**src/rtl/instr_encoder_if.sv**
```systemverilog
// rtl/instr_encoder_if.sv - descriptor handshake and imem write port bundle
interface instr_encoder_if #(
  parameter int ADDR_W = 6
);
  // descriptor channel
  logic              in_valid;
  logic              in_ready;
  logic [2:0]        in_op;
  logic [4:0]        in_rd;
  logic [4:0]        in_rs1;
  logic [4:0]        in_rs2;
  logic [11:0]       in_imm;

  // instruction-memory write port
  logic              imem_we;
  logic [ADDR_W-1:0] imem_addr;
  logic [31:0]       imem_wdata;

  // producer of descriptors, consumer of imem writes
  modport master (
    output in_valid, in_op, in_rd, in_rs1, in_rs2, in_imm,
    input  in_ready, imem_we, imem_addr, imem_wdata
  );

  // the encoder itself
  modport slave (
    input  in_valid, in_op, in_rd, in_rs1, in_rs2, in_imm,
    output in_ready, imem_we, imem_addr, imem_wdata
  );
endinterface

```
**src/rtl/instr_encoder.sv**
```systemverilog
// rtl/instr_encoder.sv - RV32I descriptor encoder and sequential imem loader
module instr_encoder #(
  parameter int DEPTH  = 64,
  parameter int ADDR_W = $clog2(DEPTH)
) (
  input  logic              clk,
  input  logic              rst,
  input  logic              start,
  instr_encoder_if.slave    bus,
  output logic [ADDR_W:0]   word_count,
  output logic              full,
  output logic              err
);

  localparam logic [2:0] OP_LW  = 3'd0;
  localparam logic [2:0] OP_SW  = 3'd1;
  localparam logic [2:0] OP_ADD = 3'd2;
  localparam logic [2:0] OP_SUB = 3'd3;
  localparam logic [2:0] OP_AND = 3'd4;
  localparam logic [2:0] OP_OR  = 3'd5;
  localparam logic [2:0] OP_BEQ = 3'd6;
  localparam logic [2:0] OP_ILL = 3'd7;

  localparam logic [6:0] OPC_LOAD   = 7'b0000011;
  localparam logic [6:0] OPC_STORE  = 7'b0100011;
  localparam logic [6:0] OPC_OP     = 7'b0110011;
  localparam logic [6:0] OPC_BRANCH = 7'b1100011;

  localparam logic [ADDR_W-1:0] LAST_ADDR = ADDR_W'(DEPTH - 1);

  typedef enum logic {
    S_LOAD = 1'b0,
    S_FULL = 1'b1
  } state_t;

  state_t            r_state;
  logic [ADDR_W-1:0] r_ptr;
  logic [ADDR_W:0]   r_cnt;
  logic              r_full;
  logic              r_err;
  logic              r_we;
  logic [ADDR_W-1:0] r_addr;
  logic [31:0]       r_wdata;

  logic              w_in_ready;
  logic              w_xfer;
  logic [12:0]       w_b;
  logic [31:0]       w_enc;

  // start blocks acceptance in the same cycle so a restart never races a descriptor
  assign w_in_ready = (r_state == S_LOAD) && !start;
  assign w_xfer     = bus.in_valid && w_in_ready;

  // branch offset is carried halved; restore the implicit zero LSB
  assign w_b = {bus.in_imm, 1'b0};

  // pack the descriptor into its RV32I format; unused fields are simply not referenced
  always_comb begin
    w_enc = 32'h0000_0000;
    case (bus.in_op)
      OP_LW:  w_enc = {bus.in_imm, bus.in_rs1, 3'b010, bus.in_rd, OPC_LOAD};
      OP_SW:  w_enc = {bus.in_imm[11:5], bus.in_rs2, bus.in_rs1, 3'b010,
                       bus.in_imm[4:0], OPC_STORE};
      OP_ADD: w_enc = {7'b0000000, bus.in_rs2, bus.in_rs1, 3'b000, bus.in_rd, OPC_OP};
      OP_SUB: w_enc = {7'b0100000, bus.in_rs2, bus.in_rs1, 3'b000, bus.in_rd, OPC_OP};
      OP_AND: w_enc = {7'b0000000, bus.in_rs2, bus.in_rs1, 3'b111, bus.in_rd, OPC_OP};
      OP_OR:  w_enc = {7'b0000000, bus.in_rs2, bus.in_rs1, 3'b110, bus.in_rd, OPC_OP};
      OP_BEQ: w_enc = {w_b[12], w_b[10:5], bus.in_rs2, bus.in_rs1, 3'b000,
                       w_b[4:1], w_b[11], OPC_BRANCH};
      default: w_enc = 32'h0000_0000;
    endcase
  end

  // load FSM: accept, register the write for the next cycle, track fill level and errors
  always_ff @(posedge clk) begin
    if (rst) begin
      r_state <= S_LOAD;
      r_ptr   <= '0;
      r_cnt   <= '0;
      r_full  <= 1'b0;
      r_err   <= 1'b0;
      r_we    <= 1'b0;
      r_addr  <= '0;
      r_wdata <= 32'h0000_0000;
    end else begin
      r_we <= 1'b0;
      if (start) begin
        r_state <= S_LOAD;
        r_ptr   <= '0;
        r_cnt   <= '0;
        r_full  <= 1'b0;
        r_err   <= 1'b0;
      end else if (w_xfer) begin
        if (bus.in_op == OP_ILL) begin
          r_err <= 1'b1;
        end else begin
          r_we    <= 1'b1;
          r_addr  <= r_ptr;
          r_wdata <= w_enc;
          r_ptr   <= r_ptr + ADDR_W'(1);
          r_cnt   <= r_cnt + (ADDR_W + 1)'(1);
          if (r_ptr == LAST_ADDR) begin
            r_full  <= 1'b1;
            r_state <= S_FULL;
          end
        end
      end
    end
  end

  assign bus.in_ready   = w_in_ready;
  assign bus.imem_we    = r_we;
  assign bus.imem_addr  = r_addr;
  assign bus.imem_wdata = r_wdata;
  assign word_count     = r_cnt;
  assign full           = r_full;
  assign err            = r_err;

endmodule

```
**src/flat_wrapper.sv**
```systemverilog
// flat-port wrapper written by rule: the top's interface ports become plain ports
module instr_encoder_flat 
#(
  parameter int DEPTH  = 64,
  parameter int ADDR_W = $clog2(DEPTH)
)
  (clk, rst, start, word_count, full, err, bus_in_valid, bus_in_op, bus_in_rd, bus_in_rs1, bus_in_rs2, bus_in_imm, bus_in_ready, bus_imem_we, bus_imem_addr, bus_imem_wdata);
  instr_encoder_if #(.ADDR_W(ADDR_W)) bus_i ();
  input  logic clk;
  input  logic rst;
  input  logic start;
  output logic [ADDR_W:0] word_count;
  output logic full;
  output logic err;
  input wire logic [$bits(bus_i.in_valid)-1:0] bus_in_valid;
  input wire logic [$bits(bus_i.in_op)-1:0] bus_in_op;
  input wire logic [$bits(bus_i.in_rd)-1:0] bus_in_rd;
  input wire logic [$bits(bus_i.in_rs1)-1:0] bus_in_rs1;
  input wire logic [$bits(bus_i.in_rs2)-1:0] bus_in_rs2;
  input wire logic [$bits(bus_i.in_imm)-1:0] bus_in_imm;
  output wire logic [$bits(bus_i.in_ready)-1:0] bus_in_ready;
  output wire logic [$bits(bus_i.imem_we)-1:0] bus_imem_we;
  output wire logic [$bits(bus_i.imem_addr)-1:0] bus_imem_addr;
  output wire logic [$bits(bus_i.imem_wdata)-1:0] bus_imem_wdata;
  assign bus_i.in_valid = bus_in_valid;
  assign bus_i.in_op = bus_in_op;
  assign bus_i.in_rd = bus_in_rd;
  assign bus_i.in_rs1 = bus_in_rs1;
  assign bus_i.in_rs2 = bus_in_rs2;
  assign bus_i.in_imm = bus_in_imm;
  assign bus_in_ready = bus_i.in_ready;
  assign bus_imem_we = bus_i.imem_we;
  assign bus_imem_addr = bus_i.imem_addr;
  assign bus_imem_wdata = bus_i.imem_wdata;
  instr_encoder #(.DEPTH(DEPTH), .ADDR_W(ADDR_W)) u_core (.clk(clk), .rst(rst), .start(start), .bus(bus_i), .word_count(word_count), .full(full), .err(err));
endmodule
```
**config.mk**
```make
export PLATFORM = sky130hd
export DESIGN_NAME = instr_encoder_flat
export DESIGN_NICKNAME = d
export VERILOG_FILES = /design/src/rtl/instr_encoder_if.sv /design/src/rtl/instr_encoder.sv /design/src/flat_wrapper.sv
export SDC_FILE = /design/constraint.sdc
export NUM_CORES = 1
export LEC_CHECK = 0
export ABC_AREA = 1
export BUFFER_PORTS_ARGS = -buffer_cell sky130_fd_sc_hd__buf_2
export CORE_AREA = 4 4 72 74
export DETAILED_ROUTE_END_ITERATION = 10
export DIE_AREA = 0 0 76 78
export GPL_TIMING_DRIVEN = 1
export PLACE_DENSITY = 0.81
export SETUP_SLACK_MARGIN = 0.2
export SLEW_MARGIN = 20
export SYNTH_ARGS = -nofsm -noshare
export SYNTH_HDL_FRONTEND = slang
export SYNTH_SLANG_ARGS = --single-unit
```
**constraint.sdc**
```tcl
create_clock -name clk -period 3.51 [get_ports clk]
set_input_delay 0 -clock clk [delete_from_list [all_inputs] [get_ports clk]]
set_output_delay 0 -clock clk [all_outputs]
set_load 0.02 [all_outputs]
```
# [Word-level counts from Yosys, hierarchy flattened]
# Index checks and enable logic that the tools add are counted.
[totals] register_bits=54 ram_bits=0 mem_bits_ro=0 inputBits=34 wordCells=33 latchBits=0 n_memories=0
[op_classes] magnitude_cmp=0 n_shift=0 div_mod_pow=0 eq_ne=8 n_addsub=2 n_reduce_logical=10 bitwise=4 n_mul=0 mux=2
[op_table] operator="$pmux 32 s7" count=1
[op_table] operator="$eq 3x3->1 const B" count=4
[op_table] operator="$add 7x1->7 const B" count=1
[op_table] operator="$add 6x1->6 const B" count=1
[op_table] operator="$eq 3x2->1 const B" count=2
[op_table] operator="$eq 6x6->1 const B" count=1
[op_table] operator="$reduce_and 3->1" count=2
[op_table] operator="$not 1->1" count=4
[op_table] operator="$reduce_and 2->1" count=2
[op_table] operator="$eq 3x1->1 const B" count=1
[op_table] operator="$logic_not 3->1" count=1
[op_table] operator="$reduce_or 3->1" count=1
[op_table] operator="$logic_and 1x1->1" count=2
[op_table] operator="$reduce_or 2->1" count=1
[op_table] operator="$logic_not 1->1" count=1
[op_table] operator="$mux 1" count=1

# [Depth between registers and ports, before layout]
# Gate-level depths: netlist (run 1).
[logic_depth] ltp_word=5 mapped_depth=8 ltp_nobuf=7

# [Worst setup path before layout (run 1)]
# OpenSTA, ideal clock, no wires.
[synth_timing] kind="reg-to-reg" from="register u_core.r_state" to="register u_core.r_cnt[3], in the netlist u_core.word_count[3]" path_stages_with_launch=8 n_path_buf=1 arrival_ns=1.341 required_time_ns=3.395 slack_ns=2.054 cell_sequence="dfxtp_1 -> nor2_2 -> nand2_2 -> nor2_4 -> buf_6 -> nand2_1 -> o21ai_1 -> nor2_1"
[synth_via] elab_chain_len=4
[synth_lines] item="start, declared" line_no="instr_encoder.sv:36" source="state_t r_state;"
[synth_lines] item="start signal, assigned" line_no="instr_encoder.sv:77" source="r_state <= S_LOAD;"
[synth_lines] item="start signal, assigned" line_no="instr_encoder.sv:88" source="r_state <= S_LOAD;"
[synth_lines] item="start signal, assigned" line_no="instr_encoder.sv:104" source="r_state <= S_FULL;"
[synth_lines] item="$not 1->1" line_no="instr_encoder.sv:51" source="assign w_in_ready = (r_state == S_LOAD) && !start;"
[synth_lines] item="$logic_and 1x1->1" line_no="instr_encoder.sv:51"
[synth_lines] item="named net bus_in_ready" line_no="flat_wrapper.sv:21" source="output wire logic [$bits(bus_i.in_ready)-1:0] bus_in_ready;"
[synth_lines] item="$logic_and 1x1->1" line_no="instr_encoder.sv:52" source="assign w_xfer = bus.in_valid && w_in_ready;"
[synth_lines] item="$reduce_and 2->1 (no line)"
[synth_lines] item="end signal, assigned" line_no="instr_encoder.sv:101" source="r_cnt <= r_cnt + (ADDR_W + 1)'(1);"
[synth_lines] item="end, declared" line_no="instr_encoder.sv:38" source="logic [ADDR_W:0] r_cnt;"
# The timed path passes the listed nets, and every way through them passes these cells.
# A chain may end at the register's enable or synchronous reset.

# [Worst setup path in the final report (run 1)]
[layout_timing] from="register u_core.r_state" to="register u_core.r_wdata[20], in the netlist u_core.bus.imem_wdata[20]"
[layout_via] elab_chain_len=4
[layout_lines] item="$not 1->1" line_no="instr_encoder.sv:51"
[layout_lines] item="$logic_and 1x1->1" line_no="instr_encoder.sv:51"
[layout_lines] item="$logic_and 1x1->1" line_no="instr_encoder.sv:52"
[layout_lines] item="$reduce_and 3->1 (no line)"
[layout_lines] item="end signal, assigned" line_no="instr_encoder.sv:99" source="r_wdata <= w_enc;"
[layout_lines] item="end, declared" line_no="instr_encoder.sv:43" source="logic [31:0] r_wdata;"
# No other way between the ends.

==> metrics.csv, run 1 <==
stage;metric;value;unit
outcome;status;complete, no violations;
sta;clock skew;5.589;ps
power_and_ir_drop;pwr dens;393.7;mW/mm2
global_route;number of global-route vias before repair;2210;
setup_path;worst r2r dst;u_core.bus.imem_wdata[20];
setup_path;startpoint types;register;
setup_path;worst r2r path cells;6;
setup_path;reg2reg start;u_core.r_state;
setup_path;Max FO, Critical Path;51;
cts;maximum clock insertion buffer count;2;
final_layout;NumNets Final;452;
logic_synthesis;Mapped Area;0.002379;mm2
min_path;hold path start;bus_in_imm[10];
sta;Fmax achieved;429.3;MHz
setup_path;critical path arrival;2580;ps
sta;actual slew at the worst max-slew pin;1029;ps
floorplanning;# IOs;83;
sta;fin. max-slew vios;0;
route;drt initial violations;148;
global_route;Total GRT Usage;0.2019;
final_layout;area grow syn2layout;24.57;%
floorplanning;core footprint;0.004598;mm2
floorplanning;initial core utilization;0.5173;
route;Detailed Route WL;6144;um
cts;TritonCTS Buffers;5;
run;Max Cap Violations;0;
logic_synthesis;cells after synthesis;329;
final_layout;Filler cells;419;
place;hpwl dp;4309;um
floorplanning;die footprint;0.005928;mm2
min_path;Hold Crit Class;input port to register;
global_route;grt ovf;0;
sta;Final Cycle Share;0.6636;
setup_path;worst path required time;3760;ps
final_layout;# diodes;0;
global_route;wire length of the first global-routing pass;9984;um
logic_synthesis;sequential area share after synthesis;0.4292;
floorplanning;# rows;25;
logic_synthesis;Yosys reg bits;51;
sta;RSZ-0062 raised after global routing;false;
cts;root buffer cell;clkbuf_8;
sta;Tmin final;2329;ps
final_layout;layout cells sized above 1;0.2374;
cts;Clk Latency, worst-skew pair;300;ps
power_and_ir_drop;VDD IR max;0.0001822;V
place;placed insts;446;
route;1st-pass router iterations;4;
sta;setup TNS;0;ps
place;PortBufs;80;
route;vias per inst;5.180;
route;Detail Route Antenna Nets;0;
cts;CTS tree;built;
cts;Clock Sinks;51;
setup_path;WS Path Type;register to register;
power_and_ir_drop;Final Power;1166;uW
place;gpl congestion;0.8575;
min_path;Hold Crit Endpoint;u_core.bus.imem_wdata[7];
route;DRC;0;
global_route;pin count of the biggest net entering global routing;52;
global_route;initial antenna violation count;0;
route;Vias;2440;
logic_synthesis;Distinct cells, synth;25;
setup_path;Reg2Reg Setup Slack;1180;ps
sta;Final setup viols;0;
logic_synthesis;Post-Syn Area per Cell;7.230;um2
min_path;hold path cells;5;
cts;Worst-path clk slew;90;ps
sta;relative slew slack;0.3125;
floorplanning;die width;76;um
route;per-cell routed wire length;13.04;um
sta;Fin. Hold Viols;0;
cts;setup bufs post-CTS;0;
cts;H-Tree Depth;2;
logic_synthesis;YS warnings;0;
final_layout;non-filler cells, final;471;
floorplanning;Die Ht;78;um
power_and_ir_drop;Pleak;0.001433;uW
setup_path;Worst setup EP type;register;
synth_stat cells, drive strengths merged:
library cell,n,share of area
a21oi,33,0.069
buf,15,0.059
clkbuf,3,0.0047
conb,1,0.0016
dfxtp,51,0.43
ha,2,0.011
inv,31,0.049
nand2,60,0.097
nand3,24,0.061
nand4,7,0.024
nor2,66,0.12
nor3,1,0.0021
o21ai,33,0.069
xnor2,1,0.0037
xor2,1,0.0037
final cells by class:
| class | count | area, um2 | area share |
|---|---|---|---|
| multi-input cells | 230 | 1092 | 0.3687 |
| repair buffers | 97 | 570.5 | 0.1926 |
| flip-flops and latches | 51 | 1021 | 0.3446 |
| well taps | 54 | 67.56 | 0.02280 |
| clock buffers | 7 | 86.33 | 0.02914 |
| clock inverters | 1 | 8.758 | 0.002956 |
| inverters | 31 | 116.4 | 0.03927 |
through the flow:
| step | util | worst slack (ps) | instance area [um2] | hold slack [ps] |
|---|---|---|---|---|
| after floorplan | - | 2054 | 2382 | 63.43 |
| after global placement | 0.5867 | 1658 | 2698 | 256.2 |
| after detailed placement | 0.5867 | 1584 | 2698 | 263.5 |
| after CTS | 0.6444 | 1169 | 2963 | 30.31 |
| after global routing | 0.6444 | 970.7 | 2963 | 50.40 |
| final | 0.6444 | 1181 | 2963 | 36.16 |
worst max path at each step:
stage,startpoint,cells past startpoint,slack (ps),end
global route,u_core.r_state,6,970,u_core.bus.imem_wdata[20]
finish,u_core.r_state,6,1180,u_core.bus.imem_wdata[20]
global placement,u_core.r_state,6,1660,u_core.r_ptr[2]
floorplan,u_core.r_state,7,2050,u_core.word_count[3]
detailed placement,u_core.r_state,6,1580,u_core.r_ptr[2]
CTS,u_core.r_state,6,1170,u_core.bus.imem_wdata[20]
power by group:
part / internal, uW / switching (uW)
Sequential: 604 / 13.3
Combinational: 73.1 / 127
Clock: 162 / 187
Total: 839 / 327
cells in the final DEF (no fill, tap or decap), types with 2 or more instances in the layout:
cell           instances
nand3_4                2
a21oi_1               33
nor2_4                 3
nand2_2                2
inv_1                 30
dfxtp_1               51
clkbuf_8               6
dlygate4sd3_1         17
ha_1                   2
nand2_1               58
nor2_2                 2
nand4_2                2
o21ai_0               27
nand4_1                5
buf_2                 80
o21ai_1                6
nand3_1               22
conb_1                 2
nor2_1                61
timing repair:
action | 4_1_cts | 5_1_grt
hold endpoints to repair | 13 | 0
hold buffers | 17 | 0
resized for setup | 0 | 0
metal layers:
layer	up-vias	GRT usage	wire [um]
li1	1227	-	-
met1	1112	0.2361	2476
met2	88	0.3562	3096
met3	13	0.05452	451
met4	0	0.06228	119
met5	-	0	0
flip-flops by register name, indices dropped and copies added (netlist names):
name / cells
u_core.err: 1
u_core.word_count: 7
u_core.r_state: 1
u_core.bus.imem_addr: 6
u_core.bus.imem_wdata: 29
u_core.r_ptr: 6
u_core.bus.imem_we: 1
worst max-delay path: stages (launching register included):
cell and delay (ps):
dfxtp_1 340, nor2_2 210, nand2_2 90, nor2_4 770, o21ai_0 150, a21oi_1 150
dlygate4sd3_1 550
kinds of logic after synthesis:
logic type,synth area share
XOR/XNOR,0.007366
other,0.001577
adder cells (fa/ha/maj),0.01052
buffers and inverters,0.1131
AO/OA/AOI/OAI,0.1389
flip-flops,0.4292
AND/OR/NAND/NOR,0.2993
Power figures use the tool's default switching activity.
==> run 2, diff against run 1 <==
- CORE_AREA: 4 4 72 74 -> 4 4 75 77
- DIE_AREA: 0 0 76 78 -> 0 0 79 81
- PLACE_DENSITY: 0.81 -> 0.75
- clock period: 3.51 -> 2.2 ns (I/O delays scaled with it)
==> metrics.csv, run 2 (synthesis results as in run 1) <==
stage;metric;value;unit
outcome;status;complete, no violations;
floorplanning;die footprint;0.006399;mm2
floorplanning;core footprint;0.005010;mm2
cts;root buffer cell;clkbuf_8;
route;Detailed Route WL;6221;um
final_layout;NumNets Final;457;
cts;TritonCTS Buffers;5;
sta;Tmin final;1849;ps
power_and_ir_drop;power share of the clock group;0.293;
final_layout;most frequent cells in the layout;buf_2, nor2_1, nand2_1;
power_and_ir_drop;VDD IR max;0.0003866;V
power_and_ir_drop;logic gate share of total power;0.176;
floorplanning;initial core utilization;0.4748;
setup_path;startpoint types;register;
power_and_ir_drop;Pleak;0.001449;uW
sta;clock skew;3.914;ps
route;vias per inst;4.904;
setup_path;WS Path Type;register to register;
route;1st-pass router iterations;4;
final_layout;final core occ;0.6006;
global_route;pin count of the biggest net entering global routing;37;
global_route;grt ovf;0;
final_layout;commonest non-fill, non-tap cell in the layout;buf_2;
route;Vias;2408;
run;Max Cap Violations;0;
sta;actual slew at the worst max-slew pin;631.7;ps
sta;Final Cycle Share;0.8403;
setup_path;Worst setup EP type;register;
floorplanning;# IOs;83;
sta;relative slew slack;0.5784;
place;PortBufs;80;
floorplanning;# rows;26;
power_and_ir_drop;sequential share of power;0.531;
cts;maximum clock insertion buffer count;2;
sta;Fin. Hold Viols;0;
sta;RSZ-0062 raised after global routing;false;
global_route;wire length of the first global-routing pass;9791;um
global_route;initial antenna violation count;0;
sta;fin. max-slew vios;0;
final_layout;area grow syn2layout;26.51;%
power_and_ir_drop;cell-internal power;1332;uW
sta;setup TNS;0;ps
power_and_ir_drop;pwr dens;616.3;mW/mm2
final_layout;max reg flops;29;
route;DRC;0;
min_path;Hold Crit Class;input port to register;
cts;Post-CTS Resized;0;
route;Detail Route Antenna Nets;0;
cts;CTS tree;built;
place;gpl congestion;0.8100;
final_layout;# diodes;0;
final_layout;layout cells sized above 1;0.2518;
cts;H-Tree Depth;2;
floorplanning;die width;79;um
power_and_ir_drop;Psw;522.4;uW
setup_path;worst path required time;2450;ps
global_route;number of global-route vias before repair;2227;
power_and_ir_drop;Sw Share;0.2817;
setup_path;Max FO, Critical Path;7;
cts;Clk Latency, worst-skew pair;300;ps
setup_path;critical path arrival;2100;ps
sta;Fmax achieved;540.9;MHz
cts;Clock Sinks;51;
place;hpwl dp;4215;um
cts;Worst-path clk slew;90;ps
route;per-cell routed wire length;12.67;um
sta;Final setup viols;0;
global_route;Total GRT Usage;0.1909;
floorplanning;Die Ht;81;um
route;drt initial violations;151;
-- run 2: power by group through the flow --
stage | clock network (uW) | registers, uW | logic [uW]
finish | 543 | 985 | 326
detailed placement | 0 | 1010 | 296
CTS | 559 | 985 | 317
global route | 592 | 990 | 361
global placement | 0 | 1010 | 291
floorplan | 0 | 1050 | 158
-- run 2: path summary, 6_finish.rpt --
| path | start | endpoint | slack [ps] | depth (start not counted) |
|---|---|---|---|---|
| hold / removal | rst | u_core.bus.imem_wdata[1] | 20 | 2 |
| setup reg to reg | u_core.r_state | u_core.bus.imem_wdata[20] | 350 | 6 |
| hold reg to reg | u_core.bus.imem_wdata[14] | u_core.bus.imem_wdata[14] | 470 | 2 |
| setup / recovery | u_core.r_state | u_core.bus.imem_wdata[20] | 350 | 6 |
-- run 2: per-layer routing --
metal	wire, um	GRT usage	up-vias	part of all wire
met5	0	0	-	0
met4	74	0.05498	0	0.012
met3	448	0.05876	9	0.072
met2	3087	0.3384	69	0.50
met1	2610	0.2224	1094	0.42
li1	-	-	1236	-
-- run 2: what timing repair did --
action | 4_1_cts | 5_1_grt
endpoints found under the setup margin | 0 | 1
hold buffers | 15 | 0
hold endpoints to repair | 13 | 0
setup buffers | 0 | 2
-- run 2: final cells by class --
cell class / count / area, um2
multi-input cells: 232 / 1109
clock inverters: 1 / 5.005
well taps: 70 / 87.58
fillers: 490 / 2001
clock buffers: 6 / 82.58
repair buffers: 100 / 588.1
flip-flops and latches: 51 / 1021
inverters: 31 / 116.4
-- run 2: worst max-delay path, stage by stage (launching register included) --
cell           delay (ps)
dfxtp_1               340
nor2_2                260
nand2_2               150
nor2_4                230
o21ai_0               110
a21oi_1               150
dlygate4sd3_1         560
-- run 2: stage by stage --
step / cells / cell area, um2 / hold slack, ps / power, uW / setup WS (ps)
5_1_grt: 491 / 3009 / 6.660 / 1943 / 218.7
2_1_floorplan: 330 / 2382 / 63.43 / 1212 / 744.1
3_5_place_dp: 465 / 2740 / 264.9 / 1302 / 561.4
6_report: 491 / 3009 / 19.14 / 1855 / 351.4
3_3_place_gp: 465 / 2740 / 259.3 / 1297 / 661.1
4_1_cts: 487 / 2978 / 11.59 / 1862 / 283.1
==> run 3, diff against run 2 <==
- CORE_AREA: 4 4 75 77 -> 4 4 78 80
- DIE_AREA: 0 0 79 81 -> 0 0 82 84
- PLACE_DENSITY: 0.75 -> 0.73
- clock period: 2.2 -> 1.7 ns (I/O delays scaled with it)
==> metrics.csv, run 3 (synthesis results as in run 1) <==
stage;metric;value;unit
setup_path;Max FO, Critical Path;21;
power_and_ir_drop;Pleak;0.001468;uW
setup_path;worst path cell trace;nor2_4 > nand2_2 > nor2_4 > buf_12 > buf_12 > nand3_1 > nor2_1 > nor2_1;
setup_path;Critical Path Source;u_core.r_state;
setup_path;buffer and inverter count on the worst path;2;
final_layout;NumNets Final;455;
min_path;Hold Crit Class;input port to register;
global_route;pin count of the biggest net entering global routing;37;
cts;Clock Sinks;51;
route;per-cell routed wire length;12.29;um
final_layout;max reg flops;29;
setup_path;worst r2r dst;u_core.bus.imem_wdata[9];
setup_path;reg2reg start;u_core.r_state;
cts;Clk Latency, worst-skew pair;310;ps
place;PortBufs;80;
sta;Tmin final;1344;ps
global_route;wire length of the first global-routing pass;10160;um
power_and_ir_drop;logic gate share of total power;0.166;
global_route;number of global-route vias before repair;2257;
place;hpwl dp;4468;um
route;Detailed Route WL;6047;um
power_and_ir_drop;VDD IR max;0.0005556;V
place;gpl congestion;0.7903;
sta;relative slew slack;0.5745;
setup_path;startpoint types;register;
setup_path;delay-heaviest family, CP;simple AND/OR/NAND/NOR gates;
min_path;Hold Crit Endpoint;u_core.bus.imem_wdata[20];
power_and_ir_drop;sequential share of power;0.497;
outcome;status;complete, no violations;
power_and_ir_drop;power share of the clock group;0.336;
cts;TritonCTS Buffers;5;
route;vias per inst;4.839;
sta;Final Cycle Share;0.7908;
setup_path;WS Path Type;register to register;
floorplanning;Die Ht;84;um
floorplanning;die width;82;um
setup_path;Worst setup EP type;register;
route;Detail Route Antenna Nets;0;
setup_path;critical path arrival;1540;ps
global_route;grt ovf;0;
place;Placed Area;0.002783;mm2
sta;Fin. Hold Viols;0;
setup_path;worst r2r path cells;8;
sta;Fmax achieved;743.9;MHz
sta;fin. max-slew vios;0;
final_layout;post-layout instance area;0.003063;mm2
run;Max Cap Violations;0;
sta;Final setup viols;0;
sta;RSZ-0062 raised after global routing;false;
cts;CTS tree;built;
setup_path;Reg2Reg Setup Slack;360;ps
route;DRC;0;
cts;H-Tree Depth;2;
sta;clock skew;4.777;ps
final_layout;final core occ;0.5667;
final_layout;most frequent cells in the layout;buf_2, nor2_1, nand2_1;
cts;maximum clock insertion buffer count;2;
power_and_ir_drop;Final Power;2567;uW
sta;actual slew at the worst max-slew pin;637.5;ps
setup_path;worst path required time;1900;ps
global_route;initial antenna violation count;0;
setup_path;Worst path max stage delay;360;ps
route;drt initial violations;100;
floorplanning;initial core utilization;0.4400;
final_layout;area grow syn2layout;28.77;%
power_and_ir_drop;pwr dens;838.0;mW/mm2
final_layout;commonest non-fill, non-tap cell in the layout;buf_2;
min_path;hold path start;bus_in_imm[0];
power_and_ir_drop;Psw;678.1;uW
final_layout;layout cells sized above 1;0.2548;
cts;Worst-path clk slew;90;ps
min_path;hold path cells;3;
floorplanning;# rows;27;
floorplanning;die footprint;0.006888;mm2
sta;setup TNS;0;ps
global_route;Total GRT Usage;0.1841;
cts;root buffer cell;clkbuf_8;
route;Vias;2381;
floorplanning;# IOs;83;
setup_path;slowest CP cell;dfxtp_1;
floorplanning;core footprint;0.005405;mm2
power_and_ir_drop;Sw Share;0.2642;
power_and_ir_drop;cell-internal power;1889;uW
final_layout;# diodes;0;
route;1st-pass router iterations;4;
## run 3: stage by stage
step	cells	setup WS, ps	hold slack, ps
floorplan	330	244.1	63.43
global placement	469	325.4	254.5
detailed placement	469	254.1	261.1
CTS	490	236.7	0.6547
global route	492	221.4	15.08
finish	492	355.7	16.03
## run 3: what timing repair did
action	CTS	global route
endpoints found under the setup margin	0	25
endpoints found under the hold margin	13	0
hold buffers	13	0
setup buffers	0	2
resized for setup	0	1
## run 3: layout make-up
type,count,area [um2]
clock buffers,6,82.58
clock inverters,2,35.03
fillers,526,2342
inverters,31,116.4
multi-input cells,230,1097
flip-flops and latches,51,1021
well taps,72,90.09
repair buffers,100,620.6
## run 3: worst max path at each step
stage / to / slack (ps) / cells past startpoint
2_1_floorplan: u_core.word_count[3] / 240 / 7
3_3_place_gp: u_core.bus.imem_wdata[9] / 330 / 7
3_5_place_dp: u_core.word_count[3] / 250 / 7
4_1_cts: u_core.bus.imem_wdata[9] / 240 / 7
5_1_grt: u_core.bus.imem_wdata[29] / 220 / 7
6_report: u_core.bus.imem_wdata[9] / 360 / 8
## run 3: layer usage
metal	track usage	share of wire
met1	0.2183	0.42
met3	0.05184	0.065
met2	0.3189	0.50
met5	0	0
met4	0.04834	0.012
## run 3: power groups by stage
stage | registers [uW] | logic (uW) | clock network [uW]
3_5_place_dp | 1300 | 397 | 0
5_1_grt | 1280 | 476 | 947
2_1_floorplan | 1360 | 204 | 0
6_report | 1280 | 427 | 863
3_3_place_gp | 1300 | 391 | 0
4_1_cts | 1280 | 420 | 888
## run 3: worst min-delay path, stage by stage
cell and delay [ps]:
buf_2 110, a21oi_1 70, a21oi_1 110
